[config.mk]
export PLATFORM = sky130hd
export DESIGN_NAME = fp_exec_unit_flat
export DESIGN_NICKNAME = d
export VERILOG_FILES = /design/src/rtl/fp_pkg.sv /design/src/rtl/fp_exec_unit_if.sv /design/src/rtl/fp_lzc.sv /design/src/rtl/fp_exec_unit.sv /design/src/flat_wrapper.sv
export SDC_FILE = /design/constraint.sdc
export NUM_CORES = 2
export LEC_CHECK = 0
export ABC_AREA = 1
export ABC_CLOCK_PERIOD_IN_PS = 7600
export BUFFER_PORTS_ARGS = -buffer_cell sky130_fd_sc_hd__buf_4
export CAP_MARGIN = 20
export CORE_ASPECT_RATIO = 2
export CORE_MARGIN = 2
export CORE_UTILIZATION = 45
export CTS_CLUSTER_DIAMETER = 30
export DETAILED_ROUTE_END_ITERATION = 8
export GPL_TIMING_DRIVEN = 0
export MAX_ROUTING_LAYER = met4
export PLACE_DENSITY = 0.59
export SLEW_MARGIN = 20
export SYNTH_ARGS = -nofsm -noshare
export SYNTH_HDL_FRONTEND = slang
export SYNTH_SLANG_ARGS = --single-unit
[constraint.sdc]
create_clock -name i_clk -period 7.6 [get_ports i_clk]
set_input_delay 0.38 -clock i_clk [delete_from_list [all_inputs] [get_ports i_clk]]
set_output_delay 0.38 -clock i_clk [all_outputs]
set_load 0.005 [all_outputs]
[src/rtl/fp_pkg.sv]
// rtl/fp_pkg.sv - shared encodings, FSM states and FP32 constants for the FP execute unit
package fp_pkg;

  localparam logic [2:0] OP_ADD = 3'b000;
  localparam logic [2:0] OP_SUB = 3'b001;
  localparam logic [2:0] OP_MUL = 3'b010;

  typedef enum logic [2:0] {
    S_IDLE,
    S_ALIGN,
    S_COMPUTE,
    S_NORM,
    S_DONE
  } fp_state_e;

  localparam int          BIAS              = 127;
  localparam int          EXP_MAX           = 255;
  localparam logic [31:0] FP_INF            = 32'h7F800000;
  localparam logic [31:0] NAN_CANON_DEFAULT = 32'h7FC00000;

  function automatic logic [31:0] fp_signed_inf(input logic sign);
    return FP_INF | {sign, 31'd0};
  endfunction

endpackage

[src/rtl/fp_exec_unit_if.sv]
// rtl/fp_exec_unit_if.sv - request/result bundle between the pipeline and the FP execute unit
interface fp_exec_unit_if;
  logic        start;
  logic        flush;
  logic [2:0]  op;
  logic [31:0] a;
  logic [31:0] b;
  logic [4:0]  rd_in;
  logic        stall;
  logic        done;
  logic [31:0] result;
  logic [4:0]  rd_out;
  logic        invalid;
  logic        overflow;

  modport master (
    output start, flush, op, a, b, rd_in,
    input  stall, done, result, rd_out, invalid, overflow
  );

  modport slave (
    input  start, flush, op, a, b, rd_in,
    output stall, done, result, rd_out, invalid, overflow
  );
endinterface

[src/rtl/fp_lzc.sv]
// rtl/fp_lzc.sv - 25-bit leading-zero counter; an all-zero input reports 25
module fp_lzc (
  input  logic [24:0] i_val,
  output logic [4:0]  o_cnt
);

  // Scan upward so the highest set bit is the last one to write the count.
  always_comb begin
    o_cnt = 5'd25;
    for (int i = 0; i < 25; i++) begin
      if (i_val[i]) o_cnt = 5'(24 - i);
    end
  end

endmodule

[src/rtl/fp_exec_unit.sv]
// rtl/fp_exec_unit.sv - fixed-latency multi-cycle FP32 add/sub/mul execute unit
// IDLE -> ALIGN -> COMPUTE -> NORM -> DONE, truncating rounding, denormals read as zero.
module fp_exec_unit
  import fp_pkg::*;
#(
  parameter logic [31:0] NAN_CANON = NAN_CANON_DEFAULT
) (
  input logic           i_clk,
  input logic           i_rst_n,
  fp_exec_unit_if.slave bus
);

  localparam logic [7:0] EXP_ONES = 8'(EXP_MAX);

  fp_state_e r_state, w_next;
  logic      w_stall, w_done, w_accept;

  always_ff @(posedge i_clk or negedge i_rst_n) begin
    if (!i_rst_n) r_state <= S_IDLE;
    else          r_state <= w_next;
  end

  always_comb begin
    w_next  = r_state;
    w_stall = 1'b0;
    w_done  = 1'b0;
    case (r_state)
      S_IDLE:    begin w_next = bus.start ? S_ALIGN : S_IDLE; w_stall = bus.start; end
      S_ALIGN:   begin w_next = S_COMPUTE; w_stall = 1'b1; end
      S_COMPUTE: begin w_next = S_NORM;    w_stall = 1'b1; end
      S_NORM:    begin w_next = S_DONE;    w_stall = 1'b1; end
      S_DONE:    begin w_next = bus.start ? S_ALIGN : S_IDLE; w_stall = bus.start; w_done = 1'b1; end
      default:   w_next = S_IDLE;
    endcase
    if (bus.flush) begin
      w_next = S_IDLE;
      if (r_state == S_IDLE || r_state == S_DONE) w_stall = 1'b0;
    end
  end

  assign w_accept = (r_state == S_IDLE || r_state == S_DONE) && bus.start && !bus.flush;

  logic [31:0] r_a, r_b;
  logic [2:0]  r_op;
  logic [4:0]  r_rd;

  always_ff @(posedge i_clk or negedge i_rst_n) begin
    if (!i_rst_n) begin
      r_a <= 32'd0; r_b <= 32'd0; r_op <= 3'd0; r_rd <= 5'd0;
    end else if (w_accept) begin
      r_a <= bus.a; r_b <= bus.b; r_op <= bus.op; r_rd <= bus.rd_in;
    end
  end

  logic        w_sa, w_sb, w_sb_eff, w_is_mul, w_illegal, w_swap;
  logic        w_a_zero, w_b_zero, w_a_inf, w_b_inf, w_a_nan, w_b_nan;
  logic [7:0]  w_ea, w_eb, w_ex, w_ey, w_diff;
  logic [23:0] w_ma, w_mb, w_mx, w_my, w_my_sh;
  logic [4:0]  w_sh;
  logic signed [10:0] w_mul_exp;

  assign w_sa      = r_a[31];
  assign w_sb      = r_b[31];
  assign w_ea      = r_a[30:23];
  assign w_eb      = r_b[30:23];
  assign w_a_zero  = (w_ea == 8'd0);
  assign w_b_zero  = (w_eb == 8'd0);
  assign w_a_inf   = (w_ea == EXP_ONES) && (r_a[22:0] == 23'd0);
  assign w_b_inf   = (w_eb == EXP_ONES) && (r_b[22:0] == 23'd0);
  assign w_a_nan   = (w_ea == EXP_ONES) && (r_a[22:0] != 23'd0);
  assign w_b_nan   = (w_eb == EXP_ONES) && (r_b[22:0] != 23'd0);
  assign w_ma      = w_a_zero ? 24'd0 : {1'b1, r_a[22:0]};
  assign w_mb      = w_b_zero ? 24'd0 : {1'b1, r_b[22:0]};
  assign w_is_mul  = (r_op == OP_MUL);
  assign w_illegal = (r_op != OP_ADD) && (r_op != OP_SUB) && (r_op != OP_MUL);
  assign w_sb_eff  = w_sb ^ (r_op == OP_SUB);

  // Larger magnitude goes first so the mantissa difference is never negative.
  assign w_swap    = {w_eb, w_mb} > {w_ea, w_ma};
  assign w_ex      = w_swap ? w_eb : w_ea;
  assign w_ey      = w_swap ? w_ea : w_eb;
  assign w_mx      = w_swap ? w_mb : w_ma;
  assign w_my      = w_swap ? w_ma : w_mb;
  assign w_diff    = w_ex - w_ey;
  assign w_sh      = (w_diff > 8'd26) ? 5'd26 : w_diff[4:0];
  assign w_my_sh   = w_my >> w_sh;
  assign w_mul_exp = $signed({3'b000, w_ea}) + $signed({3'b000, w_eb}) - $signed(11'(BIAS));

  logic        w_spec, w_spec_inv;
  logic [31:0] w_spec_res;

  always_comb begin
    w_spec     = 1'b0;
    w_spec_inv = 1'b0;
    w_spec_res = 32'd0;
    if (w_illegal) begin
      w_spec = 1'b1; w_spec_inv = 1'b1;
    end else if (w_a_nan || w_b_nan) begin
      w_spec = 1'b1; w_spec_inv = 1'b1; w_spec_res = NAN_CANON;
    end else if (w_is_mul) begin
      if ((w_a_inf && w_b_zero) || (w_b_inf && w_a_zero)) begin
        w_spec = 1'b1; w_spec_inv = 1'b1; w_spec_res = NAN_CANON;
      end else if (w_a_inf || w_b_inf) begin
        w_spec = 1'b1; w_spec_res = fp_signed_inf(w_sa ^ w_sb);
      end else if (w_a_zero || w_b_zero) begin
        w_spec = 1'b1; w_spec_res = {w_sa ^ w_sb, 31'd0};
      end
    end else if (w_a_inf && w_b_inf && (w_sa != w_sb_eff)) begin
      w_spec = 1'b1; w_spec_inv = 1'b1; w_spec_res = NAN_CANON;
    end else if (w_a_inf) begin
      w_spec = 1'b1; w_spec_res = fp_signed_inf(w_sa);
    end else if (w_b_inf) begin
      w_spec = 1'b1; w_spec_res = fp_signed_inf(w_sb_eff);
    end
  end

  logic               r_sx, r_sub_eff, r_is_mul, r_spec, r_spec_inv;
  logic signed [10:0] r_ex;
  logic [23:0]        r_mx, r_my;
  logic [31:0]        r_spec_res;

  always_ff @(posedge i_clk or negedge i_rst_n) begin
    if (!i_rst_n) begin
      r_sx <= 1'b0; r_sub_eff <= 1'b0; r_is_mul <= 1'b0; r_spec <= 1'b0; r_spec_inv <= 1'b0;
      r_ex <= 11'sd0; r_mx <= 24'd0; r_my <= 24'd0; r_spec_res <= 32'd0;
    end else if (r_state == S_ALIGN) begin
      r_is_mul   <= w_is_mul;
      r_spec     <= w_spec;
      r_spec_inv <= w_spec_inv;
      r_spec_res <= w_spec_res;
      if (w_is_mul) begin
        r_sx <= w_sa ^ w_sb; r_ex <= w_mul_exp; r_mx <= w_ma; r_my <= w_mb; r_sub_eff <= 1'b0;
      end else begin
        r_sx      <= w_swap ? w_sb_eff : w_sa;
        r_ex      <= $signed({3'b000, w_ex});
        r_mx      <= w_mx;
        r_my      <= w_my_sh;
        r_sub_eff <= w_sa ^ w_sb_eff;
      end
    end
  end

  logic [24:0] w_sum;
  logic [47:0] w_prod, r_prod;

  assign w_sum  = r_sub_eff ? ({1'b0, r_mx} - {1'b0, r_my}) : ({1'b0, r_mx} + {1'b0, r_my});
  assign w_prod = {24'd0, r_mx} * {24'd0, r_my};

  always_ff @(posedge i_clk or negedge i_rst_n) begin
    if (!i_rst_n)                  r_prod <= 48'd0;
    else if (r_state == S_COMPUTE) r_prod <= r_is_mul ? w_prod : {23'd0, w_sum};
  end

  // Add/sub and mul share one normaliser: the top 25 product bits line up with the sum.
  logic [24:0]        w_norm_in, w_shifted;
  logic [4:0]         w_lz;
  logic signed [10:0] w_exp;
  logic [22:0]        w_mant;

  assign w_norm_in = r_is_mul ? r_prod[47:23] : r_prod[24:0];

  fp_lzc u_lzc (
    .i_val (w_norm_in),
    .o_cnt (w_lz)
  );

  assign w_shifted = w_norm_in << w_lz;
  assign w_mant    = 23'(w_shifted >> 1);
  assign w_exp     = r_ex + 11'sd1 - $signed({6'd0, w_lz});

  logic [31:0] w_res;
  logic        w_inv, w_ovf;

  always_comb begin
    w_res = 32'd0;
    w_inv = 1'b0;
    w_ovf = 1'b0;
    if (r_spec) begin
      w_res = r_spec_res; w_inv = r_spec_inv;
    end else if (w_norm_in == 25'd0) begin
      w_res = 32'd0;
    end else if (w_exp >= $signed(11'(EXP_MAX))) begin
      w_res = fp_signed_inf(r_sx); w_ovf = 1'b1;
    end else if (w_exp <= 11'sd0) begin
      w_res = {r_sx, 31'd0};
    end else begin
      w_res = {r_sx, w_exp[7:0], w_mant};
    end
  end

  logic [31:0] r_result;
  logic [4:0]  r_rd_out;
  logic        r_invalid, r_overflow;

  always_ff @(posedge i_clk or negedge i_rst_n) begin
    if (!i_rst_n) begin
      r_result <= 32'd0; r_rd_out <= 5'd0; r_invalid <= 1'b0; r_overflow <= 1'b0;
    end else if (r_state == S_NORM && !bus.flush) begin
      r_result <= w_res; r_rd_out <= r_rd; r_invalid <= w_inv; r_overflow <= w_ovf;
    end
  end

  assign bus.stall    = w_stall;
  assign bus.done     = w_done;
  assign bus.result   = r_result;
  assign bus.rd_out   = r_rd_out;
  assign bus.invalid  = r_invalid;
  assign bus.overflow = r_overflow;

endmodule

[src/flat_wrapper.sv]
// flat-port wrapper written by rule: the top's interface ports become plain ports
module fp_exec_unit_flat import fp_pkg::*;
#(
  parameter logic [31:0] NAN_CANON = NAN_CANON_DEFAULT
)
  (i_clk, i_rst_n, bus_start, bus_flush, bus_op, bus_a, bus_b, bus_rd_in, bus_stall, bus_done, bus_result, bus_rd_out, bus_invalid, bus_overflow);
  fp_exec_unit_if bus_i ();
  input logic i_clk;
  input logic i_rst_n;
  input wire logic [$bits(bus_i.start)-1:0] bus_start;
  input wire logic [$bits(bus_i.flush)-1:0] bus_flush;
  input wire logic [$bits(bus_i.op)-1:0] bus_op;
  input wire logic [$bits(bus_i.a)-1:0] bus_a;
  input wire logic [$bits(bus_i.b)-1:0] bus_b;
  input wire logic [$bits(bus_i.rd_in)-1:0] bus_rd_in;
  output wire logic [$bits(bus_i.stall)-1:0] bus_stall;
  output wire logic [$bits(bus_i.done)-1:0] bus_done;
  output wire logic [$bits(bus_i.result)-1:0] bus_result;
  output wire logic [$bits(bus_i.rd_out)-1:0] bus_rd_out;
  output wire logic [$bits(bus_i.invalid)-1:0] bus_invalid;
  output wire logic [$bits(bus_i.overflow)-1:0] bus_overflow;
  assign bus_i.start = bus_start;
  assign bus_i.flush = bus_flush;
  assign bus_i.op = bus_op;
  assign bus_i.a = bus_a;
  assign bus_i.b = bus_b;
  assign bus_i.rd_in = bus_rd_in;
  assign bus_stall = bus_i.stall;
  assign bus_done = bus_i.done;
  assign bus_result = bus_i.result;
  assign bus_rd_out = bus_i.rd_out;
  assign bus_invalid = bus_i.invalid;
  assign bus_overflow = bus_i.overflow;
  fp_exec_unit #(.NAN_CANON(NAN_CANON)) u_core (.i_clk(i_clk), .i_rst_n(i_rst_n), .bus(bus_i));
endmodule
### Yosys cells after proc, flatten, opt, wreduce, memory -nomap -nowiden

Index checks and enable logic that the tools add are counted.

* register bits: 258
* output and inout bits: 41
* logic and storage cells: 156
* bits of input ports: 76

* $add $sub $neg: 7
* $lt $le $gt $ge: 4
* shifts and indexed selects: 2
* bitwise logic cells: 3
* equal/unequal tests: 11
* muxes and demuxes: 79
* multipliers: 1
* reductions and logical operators: 30

Operators with widths (count)
* $mux 32: 11
* $mux 24: 6
* $mux 5: 25
* $mux 31: 2
* $mux 25: 2
* $mul 24x24->48: 1
* $mux 48: 1
* $logic_not 23->1: 2
* $reduce_bool 23->1: 2
* $gt 32x32->1: 1
* $mux 1: 26
* $add 24x24->25: 1
* $logic_not 25->1: 1
* $shl 25x5->24: 1
* $sub 24x24->25: 1
* $shr 24x5->24: 1
* $eq 8x8->1 const B: 2
* $logic_not 8->1: 2
* $mux 8: 2
* $logic_and 1x1->1: 13
* $pmux 3 s4: 1
* $add 11x2->11 const B: 1
* $ge 11x9->1 const B: 1
* $le 11x1->1 const B: 1
* other kinds (21): 30

### Longest topological paths before layout

* depth after elaboration: 32
* mapped depth: 48
* gate-level depth less buffers: 48

### Hierarchy

A second synthesis with hierarchy kept.

* cells, all modules: 4736
* area total of the unflattened synthesis: 35103.7 um2

By module, submodules not included
* fp_exec_unit: cells each 4660, instances 1, sequential area each 5705.5 um2, area an instance 34782.1 um2
* fp_lzc: cells each 76, instances 1, sequential area each 0.0 um2, area an instance 321.6 um2

### Worst setup path after synthesis

OpenSTA, ideal clock, no wires.

* path type: reg-to-reg
* from: register u_core.r_my[0]
* to: register u_core.r_prod[44]
* data arrival time: 6.471 ns
* setup slack: 0.996 ns
* stages on the path, launching flop included: 33
* required time: 7.467 ns
* library setup time: 0.133 ns
* clock period less this slack: 6.604 ns
* buffers on the path: 2
* cell sequence: dfrtp_1 clkbuf_1 clkbuf_1 nand2_1 inv_1 fa_1 inv_1 fa_1 inv_1 fa_1 ha_1 inv_1 fa_1 inv_1 fa_1 fa_1 ha_1 nand2_1 o21ai_0 a21oi_1 o21ai_0 inv_1 o21ai_0 nand2_1 o211ai_1 a21oi_1 inv_1 a21o_1 a21boi_0 o21ai_0 nand2_1 nand2_1 o22ai_1

* cells in the longest elaborated chain, start to end: 2

Ends and longest elaborated chain
* start, declared: line fp_exec_unit.sv:119 `logic [23:0] r_mx, r_my;`
* start signal, assigned: line fp_exec_unit.sv:137 `r_my <= w_my_sh;`
* $mul 24x24->48: line fp_exec_unit.sv:147 `assign w_prod = {24'd0, r_mx} * {24'd0, r_my};`
* $mux 48: line fp_exec_unit.sv:151 `else if (r_state == S_COMPUTE) r_prod <= r_is_mul ? w_prod : {23'd0, w_sum};`
* end signal, assigned: line fp_exec_unit.sv:151
* end, declared: line fp_exec_unit.sv:144 `logic [47:0] w_prod, r_prod;`

Every way passes these cells.
A chain may end at the register's enable or synchronous reset.

### Worst setup path after layout

* from: register u_core.r_my[20]
* to: register u_core.r_prod[36]

Same word-level chain as after synthesis.

==> metrics <==
status=finished clean; CTS sink count=229; Syn-to-layout area delta=12.3%; # placed instances=5885; Unique masters post-synth=62; DRC=0; Fin. Hold Viols=0; Vias/cell=5.50; Post-synth EDFFs=0; DR pass1 iterations=8; Peak Freq=134 MHz; CTS tree=done; Port Buf Inserts=116; post-layout util=51.1%; Post-Syn Area per Cell=7.39 um^2; Starting Density=45.5%; Max Root-Sink Buffers=3; Yosys Warn Count=0; CP Data Arrival Time=7.95 ns; DRT iter0 DRCs=1822; core box area=77100 um^2; crit path launch type=register; max-capacitance violation count=0; Top-Level Pins=117; GRT Resource Usage Total=39.9%; GP Congestion=1.12; share of cells above drive strength 1=8.62%; first-pass GRT wire length=223000 um; vias in the first global route=35151; hpwl dp=128000 um; Total Routed Length=152000 um; Max transition margin=12.8%; Post-Syn Instances=4744; Net Count, Synth=5562; Seq cells post-synth=229; antenna violations before repair=6; hold crit path type=primary input to register; Async S/R FF share, synth=100%; crit path capture type=register; htree depth=1; number of routed nets with antenna violations=0; CP required=8.07 ns; Worst-path clk slew=0.07 ns; WL/cell=25.5 um; num rows=144; ys flop type=dfrtp_1; synthesized area=35000 um^2; Setup TNS=0 ns; largest net degree at the start of global routing=84; Worst-Margin Slew=1.30 ns; Die X=201 um; type of the worst setup path=register to register; crit path max fanout=10; Seq/Total Area, Yosys=16.4%; post-route minimum period=7.48 ns; Final nets=5736; Setup Viol. Count Final=0; fin cells=5969; period utilisation layout=98.5%; Setup Skew=0.0246 ns; CTS root buf=clkbuf_16; DR vias=32825; Congestion Overflow GR=0; DIE HEIGHT=399 um; CTS buffer count=29; clock latency on the worst-skew pair=0.62 ns; die area=80300 um^2; final slew viol count=0
-- per-layer routing --
metal	up-vias	routed length, um	GRT usage [%]
li1	14858	-	-
met1	15894	43600	31.9
met2	1269	78700	71.4
met3	804	6750	6.37
met4	0	23400	46.3
met5	-	0	-
-- worst paths after layout --
check                                 start                end  slack (ns)  cells past startpoint
max in group asynchronous           i_rst_n     u_core.r_b[16]        6.02                      4
setup / recovery            u_core.r_my[20]  u_core.r_prod[36]        0.12                     22
hold / removal                    bus_a[26]     u_core.r_a[26]        0.02                      3
setup reg to reg            u_core.r_my[20]  u_core.r_prod[36]        0.12                     22
min in group asynchronous           i_rst_n     u_core.r_rd[0]        0.30                      2
hold reg to reg            u_core.r_prod[8]   u_core.r_prod[8]        0.48                      2
-- cells in the mapped netlist, types with 3 or more instances --
cell         n  area [um^2]
inv_2       10         37.5
dfrtp_1    229         5730
buf_2       12         60.1
inv_1      966         3630
o21a_1      16          120
o311ai_0     3         26.3
nand3_1    246         1230
buf_4        3         22.5
a31oi_1     14         87.6
nor4_1      13         81.3
nand3_2      4         40.0
and2_1       5         31.3
clkinv_1     3         11.3
mux2_2      31          349
a21oi_1    246         1230
o221ai_1     4         35.0
nand3b_1     4         30.0
nor2_1     208          781
nand4_1     23          144
nand2_1   1291         4850
o211ai_1    20          150
fa_1       485         9710
buf_6        3         33.8
o21ai_1      4         20.0
o22ai_1     26          163
nand2_4      4         45.0
a21o_1       6         45.0
nor3_1      27          135
or2_2        3         18.8
clkbuf_1   200          751
nand2_2      7         43.8
o31ai_1      4         30.0
a21boi_0     6         45.0
ha_1       257         3220
o21bai_1    12         90.1
buf_1       26         97.6
xor2_1      35          307
xnor2_1     18          158
o21ai_0    241         1210
-- metrics by stage --
step / worst slack, ns / cell area, um^2 / hold WS [ns]
6_report: 0.116 / 39400 / 0.0173
5_1_grt: -0.0118 / 39400 / 0.0268
2_1_floorplan: 0.996 / 35000 / 0.0844
4_1_cts: 0.0649 / 39100 / 0.00116
3_3_place_gp: -2.45 / 37200 / 0.459
3_5_place_dp: -2.11 / 37300 / 0.368
-- sequential cells by signal (all words and copies together) (netlist names) --
signal and cells:
u_core.r_b 32, u_core.r_state 3, u_core.r_is_mul 1, u_core.r_op 3
u_core.r_prod 48, u_core.bus.result 32, u_core.r_spec 1, u_core.r_mx 24
u_core.r_ex 11, u_core.r_spec_inv 1, u_core.r_sx 1, u_core.r_my 24
u_core.bus.overflow 1, u_core.r_spec_res 3, u_core.bus.invalid 1, u_core.r_rd 5
u_core.r_a 32, u_core.r_sub_eff 1, u_core.bus.rd_out 5
-- critical path: stages (launching register included) --
cell      delay [ns]
dfrtp_1         0.81
clkbuf_2        0.43
nand2_1         0.11
fa_1            0.48
fa_1            0.54
inv_1           0.05
fa_1            0.48
inv_1           0.06
fa_1            0.53
fa_1            0.48
fa_1            0.55
inv_1           0.07
fa_1            0.50
ha_1            0.38
a21oi_1         0.22
o211ai_1        0.23
a21oi_1         0.21
inv_1           0.13
a21o_4          0.27
a21boi_2        0.20
inv_2           0.14
o21ai_4         0.32
o21ai_0         0.14
-- cells by family after synthesis --
| kind of cell | after synthesis | share of synthesized area [%] |
|---|---|---|
| muxes | 31 | 0.996 |
| AOI/OAI and AO/OA | 617 | 9.67 |
| buffers and inverters | 1224 | 13.3 |
| DFF | 229 | 16.4 |
| and+or+nand+nor | 1848 | 21.5 |
| adders and majority gates | 742 | 36.9 |
| xor gates and xnor gates | 53 | 1.32 |
-- layout make-up --
type / instances / area [um^2]
well taps: 1022 / 1280
clock inverters: 22 / 290
inverters: 980 / 3680
clock buffers: 31 / 743
multi-input cells: 3291 / 24800
flip-flops and latches: 229 / 5750
fillers: 8114 / 37700
repair buffers: 164 / 1390
plain buffers: 223 / 1390
diodes: 7 / 17.5
-- placed cells by master, fill, tap and decap left out, types with 8 or more instances in the layout --
master / instances
inv_1: 965
dfrtp_1: 216
o211ai_1: 20
buf_4: 136
clkbuf_8: 19
clkbuf_16: 29
buf_2: 20
clkbuf_2: 32
dlygate4sd3_1: 38
a31oi_1: 14
o21ai_0: 225
nor3_1: 26
a21oi_1: 241
nor4_1: 13
ha_1: 254
nor2_1: 206
o21bai_1: 12
o21a_1: 16
o22ai_1: 26
nand2_2: 9
xnor2_1: 18
buf_6: 15
nand2_1: 1288
nand4_1: 23
buf_1: 9
clkbuf_1: 81
mux2_2: 31
clkbuf_4: 32
dfrtp_2: 10
xor2_1: 35
inv_2: 11
o21ai_1: 9
fa_1: 485
o21ai_2: 8
nand3_1: 245
-- timing repair --
action | in CTS | in global routing
endpoints found under the setup margin | 28 | 18
pin swaps | 0 | 1
resized for setup | 240 | 103
endpoints found under the hold margin | 102 | 0
hold buffers | 38 | 0
buffers inserted | 0 | 6
Power is not shown: default switching activity piles up to over one toggle a cycle in this logic, so the estimate is an artifact.
